<file path="config.mk">
export PLATFORM = sky130hd
export DESIGN_NAME = r_modexp_ctrl
export DESIGN_NICKNAME = d
export VERILOG_FILES = /design/src/rtl/r_modexp_ctrl.sv
export SDC_FILE = /design/constraint.sdc
export NUM_CORES = 1
export LEC_CHECK = 0
export BUFFER_PORTS_ARGS = -buffer_cell sky130_fd_sc_hd__buf_2
export CELL_PAD_IN_SITES_DETAIL_PLACEMENT = 0
export CELL_PAD_IN_SITES_GLOBAL_PLACEMENT = 1
export CORE_AREA = 2 2 165 167
export CTS_BUF_LIST = sky130_fd_sc_hd__clkbuf_8
export DETAILED_ROUTE_END_ITERATION = 12
export DIE_AREA = 0 0 167 169
export PLACE_DENSITY_LB_ADDON = 0.15
export SLEW_MARGIN = 30
export SYNTH_ARGS = -nofsm -noshare
export SYNTH_HDL_FRONTEND = slang
export SYNTH_SLANG_ARGS = --single-unit
</file>
<file path="constraint.sdc">
create_clock -name clk -period 4.25 [get_ports clk]
set_input_delay 0.6375 -clock clk [delete_from_list [all_inputs] [get_ports clk]]
set_output_delay 0.6375 -clock clk [all_outputs]
set_load 0.1 [all_outputs]
</file>
<file path="src/rtl/r_modexp_ctrl.sv">
// r_modexp_ctrl: right-to-left binary square-and-multiply controller that
// computes m = c^d mod n using an external shared modular multiplier.
module r_modexp_ctrl #(
  parameter int DATA_WIDTH = 32
) (
  input  logic                  clk,
  input  logic                  rst_n,
  input  logic                  start,
  input  logic [DATA_WIDTH-1:0] c,
  input  logic [DATA_WIDTH-1:0] d,
  input  logic [DATA_WIDTH-1:0] n,
  output logic                  busy,
  output logic                  done,
  output logic                  err,
  output logic [DATA_WIDTH-1:0] m,
  output logic                  mul_req,
  output logic [DATA_WIDTH-1:0] mul_a,
  output logic [DATA_WIDTH-1:0] mul_b,
  output logic [DATA_WIDTH-1:0] mul_n,
  input  logic                  mul_ack,
  input  logic [DATA_WIDTH-1:0] mul_result
);

  typedef enum logic [2:0] {
    IDLE,
    CHECK,
    MUL,
    WAIT_MUL,
    SQR,
    WAIT_SQR,
    SHIFT,
    FIN
  } state_t;

  state_t                state;
  logic [DATA_WIDTH-1:0] acc;
  logic [DATA_WIDTH-1:0] b;
  logic [DATA_WIDTH-1:0] e;
  logic [DATA_WIDTH-1:0] cap_c;

  // Control FSM with registered outputs; mul_n doubles as the captured modulus.
  always_ff @(posedge clk) begin
    if (!rst_n) begin
      state   <= IDLE;
      busy    <= 1'b0;
      done    <= 1'b0;
      err     <= 1'b0;
      m       <= '0;
      mul_req <= 1'b0;
      mul_a   <= '0;
      mul_b   <= '0;
      mul_n   <= '0;
      acc     <= '0;
      b       <= '0;
      e       <= '0;
      cap_c   <= '0;
    end else begin
      done <= 1'b0;
      err  <= 1'b0;
      case (state)
        IDLE: begin
          busy <= 1'b0;
          if (start) begin
            cap_c <= c;
            mul_n <= n;
            acc   <= DATA_WIDTH'(1);
            b     <= c;
            e     <= d;
            busy  <= 1'b1;
            state <= CHECK;
          end
        end
        CHECK: begin
          if ((mul_n < DATA_WIDTH'(2)) || (cap_c >= mul_n)) begin
            m     <= '0;
            err   <= 1'b1;
            done  <= 1'b1;
            state <= FIN;
          end else if (e == '0) begin
            m     <= DATA_WIDTH'(1);
            done  <= 1'b1;
            state <= FIN;
          end else if (e[0]) begin
            state <= MUL;
          end else begin
            state <= SQR;
          end
        end
        MUL: begin
          mul_a   <= acc;
          mul_b   <= b;
          mul_req <= 1'b1;
          state   <= WAIT_MUL;
        end
        WAIT_MUL: begin
          if (mul_ack) begin
            acc     <= mul_result;
            mul_req <= 1'b0;
            // Skip the square after the last set bit.
            state   <= (e == DATA_WIDTH'(1)) ? SHIFT : SQR;
          end
        end
        SQR: begin
          mul_a   <= b;
          mul_b   <= b;
          mul_req <= 1'b1;
          state   <= WAIT_SQR;
        end
        WAIT_SQR: begin
          if (mul_ack) begin
            b       <= mul_result;
            mul_req <= 1'b0;
            state   <= SHIFT;
          end
        end
        SHIFT: begin
          e <= e >> 1;
          if ((e >> 1) == '0) begin
            m     <= acc;
            done  <= 1'b1;
            state <= FIN;
          end else begin
            state <= CHECK;
          end
        end
        FIN: begin
          busy  <= 1'b0;
          mul_a <= '0;
          mul_b <= '0;
          mul_n <= '0;
          state <= IDLE;
        end
        default: state <= IDLE;
      endcase
    end
  end

endmodule

</file>
==> results <==
- The peak supply drop is 0.721 mV.
- In this run the power density over the cells is 788 nW/um2.
- The critical hold path startpoint is n[23].
- The nature of the critical path endpoint is a register.
- Yosys attributes the largest share of cell area to sky130_fd_sc_hd__dfxtp_1 (45%), sky130_fd_sc_hd__nand2_1 (9.5%), sky130_fd_sc_hd__a21oi_1 (4.7%), sky130_fd_sc_hd__a211oi_1 (4.3%), sky130_fd_sc_hd__nor2_1 (3.8%).
- The final number of max-transition violations is 0.
- The initial antenna violation count is 4.
- The number of nets produced by synthesis is 1,556.
- The share of cells above drive strength 1 is 24.3%.
- The core box area is 26,500 um2.
- The worst register-to-register path begins at mul_n[31].
- The final standard cell count with taps included and fillers excluded is 1,983.
- The number of gates given a new drive strength after cts is 0.
- After detailed placement, the total cell area comes to 13,300 um2.
- Including well taps, the total number of placed cells is 1,901.
- TritonCTS built the clock tree.
- The H-tree generated during clock tree synthesis spans 2 levels.
- The kind of path behind the tightest hold check is input pin to register.
- After technology mapping, the gate count stands at 1,392.
- In this run, the number of DRC markers left after iteration 0 of detailed routing was 795.
- The run finished with clean final reports.
- The mean number of vias per cell is 5.52.
- The worst register-to-register path has a depth of 8.
- The number of unique standard cell types used by synthesis is 57.
- The via count of the routed design is 10.9k.
- The die covers 28,200 um2.
- The largest total area in the synthesized netlist belongs to sky130_fd_sc_hd__dfxtp_1.
- On the final layout, the worst clock skew is 0.0239 ns.
- The die is 169 um tall.
- In this run the tightest slew margin relative to its limit is 32.5%.
- The wire length per cell after detailed routing is 18.7 um.
- For this run, the register share of the synthesized area comes to 44.7%.
- Data on the critical path arrives at its endpoint at 3.46 ns.
- The layout overhead on the synthesized area is 20.1%.
- The horizontal extent of the die is 167 um.
- The share of synthesized area in the top cell type comes to 44.7%.
- The total DRC errors in the routed layout is 0.
- Entering global routing, the biggest net connects 149 pins.
- The largest fanout of any net on the critical path is 33.
- The count of final hold-check violations was 0.
- The count of synthesis-stage warnings from yosys is 0.
- Setup repair after global routing left no endpoint under its margin.
- The final critical path takes up 72.1% of the cycle.
- The first global-routing pass estimated 57,000 um of wire.
- In this run the deepest clock path goes through 3 buffers.
- The register-to-register path setup slack is 1.18 ns.
- The number of global-route vias before repair is 10.2k.
- STA puts the critical path data required time at 4.65 ns.
- Counting instances, the worst hold path has a depth of 2.
- Synthesis inferred 263 register bits.
- The mapped netlist covers 11,800 um2.
- The root buffer cell chosen for the clock tree is sky130_fd_sc_hd__clkbuf_8.
- The number of buffers inserted for hold repair after clock tree synthesis is 0.
- The routed metal-1 wire length is 16,700 um.
- The number of clock buffers added by TritonCTS is 45.
- Of all flip-flops after synthesis, the portion carrying an async set or reset was 0%.
- The initial standard-cell utilization of the core is 44.5%.
- The detail route stage leaves a number of antenna-violating nets equal to 0.
- The clock period could shrink to 3.07 ns.
- Clock tree synthesis found a total of 263 sinks.
- The number of max-capacitance violations reported is 0.
- The destination of the worst hold path is mul_n[23].
- The worst setup path is launched from a register.
- In the synthesized netlist the dominant register cell turns out to be sky130_fd_sc_hd__dfxtp_1.
- Summed over all cells, the static leakage comes to 5.98 nW.
- The quantity of I/O buffers inserted on ports is 263.
- After detailed routing, the total wire length is 37,100 um.
- During I/O placement, the number of pins put on the boundary was 264.
- The layout has 2,612 filler cells.
- The highest attainable clock frequency is 326 MHz.
- The post-route setup TNS is 0 ns.
- The endpoint identified for the worst register-to-register timing path is m[31].
- At the end of routability-driven placement, the weighted congestion stood at 0.851.
- Detailed placement ended at an HPWL of 25,800 um.
- At the pin with the least slew margin, the transition time is 1.01 ns.
- The overall track demand over capacity in global routing is 25.3%.
- The post-CTS setup-driven buffer insertion count is 0.
- The final instance area is 14,100 um2.
- The top layer used by detailed routing is met5.
- The number of optimization iterations in the first detailed-route pass is 5.
- Row generation in the floorplan step produced 60 rows.
- The wire length on met3 is 2210 um.
- The final layout contains 1,771 nets.
- Counting flops with a built-in enable in the synthesized netlist gives 0.
- Summed over all nets, wire length on met2 after detailed routing comes to 17,300 um.
- The worst setup path is of the register to register kind.
- The final setup violation count is 0.
- After clock tree synthesis, the clock-pin slew on the worst setup and hold paths is 0.06 ns.
- The total overflow left after global routing is 0.
- Dividing the synthesized area by the synthesized cell count gives 8.46 um2.
- The later pin in the worst-skew pair is clocked with a latency of 0.56 ns.
## where the power goes
part | internal (mW) | switching, mW | total [mW]
logic | 1.16 | 4.30 | 5.46
clock network | 1.20 | 1.01 | 2.22
registers | 3.04 | 0.433 | 3.47
total | 5.40 | 5.75 | 11.2
## critical path, cell delays in order (launching register included)
cell	delay [ns]
sky130_fd_sc_hd__dfxtp_1	0.41
sky130_fd_sc_hd__inv_1	0.07
sky130_fd_sc_hd__ha_1	0.30
sky130_fd_sc_hd__nand4_1	0.14
sky130_fd_sc_hd__nor3_1	0.63
sky130_fd_sc_hd__o31ai_2	0.32
sky130_fd_sc_hd__nand3_4	0.14
sky130_fd_sc_hd__buf_4	0.59
sky130_fd_sc_hd__o311ai_0	0.26
## sequential cells by signal (all words and copies together), names as in the netlist
| register | flops |
|---|---|
| acc | 32 |
| b | 32 |
| cap_c | 32 |
| e | 32 |
| m | 32 |
| mul_a | 32 |
| mul_b | 32 |
| mul_n | 32 |
| state | 3 |
| busy | 1 |
| done | 1 |
| err | 1 |
| mul_req | 1 |
## cell type report
class | instances | area, um2 | area share [%]
tap | 341 | 427 | 3.02
timing repair buffer | 289 | 1520 | 10.8
clock inverter | 25 | 130 | 0.920
antenna | 3 | 7.51 | 0.0531
sequential | 263 | 5270 | 37.2
clock buffer | 54 | 743 | 5.25
multi-input combinational | 971 | 5910 | 41.8
inverter | 37 | 141 | 0.999
## metrics by stage
stage	hold WS [ns]	total power [mW]	setup WS (ns)	utilization, %
2_1_floorplan	0.436	7.87	1.28	-
3_5_place_dp	0.445	9.01	1.14	50.1
4_1_cts	0.265	11.2	1.10	53.4
6_report	0.295	11.2	1.18	53.4
3_3_place_gp	0.443	8.96	1.18	50.0
5_1_grt	0.279	11.8	0.994	53.4
## kinds of logic (layout without fill, tap and decap cells)
| group | count (synthesis) | in the layout | synth area share, % |
|---|---|---|---|
| AND/OR/NAND/NOR | 536 | 536 | 19.5 |
| multiplexers | 32 | 32 | 2.72 |
| AO/OA/AOI/OAI | 370 | 370 | 24.2 |
| flip-flops | 263 | 263 | 44.7 |
| buffers and inverters | 158 | 405 | 5.48 |
| adder cells (fa/ha/maj) | 32 | 32 | 3.40 |
| other | 0 | 3 | 0 |
| XOR/XNOR | 1 | 1 | 0.0744 |
## cells in the mapped netlist (all sizes together) (2+ instances only)
master and n:
a2111oi 2, a211oi 68, a21o 3, a21oi 110
a22o 18, a22oi 14, a311oi 31, a31oi 4
and2 6, and4 4, buf 33, clkbuf 88
dfxtp 263, ha 32, inv 37, mux2i 32
nand2 298, nand2b 2, nand3 39, nand4 39
nor2 120, nor2b 2, nor3 4, nor4 14
o211ai 3, o21a 3, o21ai 73, o311ai 32
or2 2, or3 2
## placed cells by master (no fill, tap or decap), drive strengths merged, types with 2 or more instances in the layout
cell | Yosys | final
a31oi | 4 | 4
ha | 32 | 32
mux2i | 32 | 32
nor2 | 120 | 120
nand3 | 39 | 39
or2 | 2 | 2
a21oi | 110 | 110
or3 | 2 | 2
buf | 33 | 289
nand2 | 298 | 298
diode | 0 | 3
clkinv | 0 | 2
nor3 | 4 | 4
nor2b | 2 | 2
and2 | 6 | 6
a22oi | 14 | 14
dfxtp | 263 | 263
o211ai | 3 | 3
a311oi | 31 | 31
a21o | 3 | 3
o311ai | 32 | 32
and4 | 4 | 4
a2111oi | 2 | 2
clkbuf | 88 | 54
o21a | 3 | 3
a211oi | 68 | 68
nor4 | 14 | 14
nand4 | 39 | 39
o21ai | 73 | 73
inv | 37 | 57
a22o | 18 | 18
nand2b | 2 | 2
clkinvlp | 0 | 2
## worst max-delay path by stage
stage | start | to | slack (ns)
floorplan | mul_n[14] | m[12] | 1.28
global placement | mul_n[31] | m[31] | 1.18
detailed placement | mul_n[31] | m[31] | 1.14
CTS | mul_n[31] | m[22] | 1.10
global route | mul_n[30] | m[31] | 0.99
finish | mul_n[31] | m[31] | 1.18
## routing by layer
layer	global-route usage, %	vias to the layer above
li1	-	5402
met1	34.1	5129
met2	41.4	348
met3	4.37	68
met4	8.13	2
met5	0	-
Power figures use the tool's default switching activity.
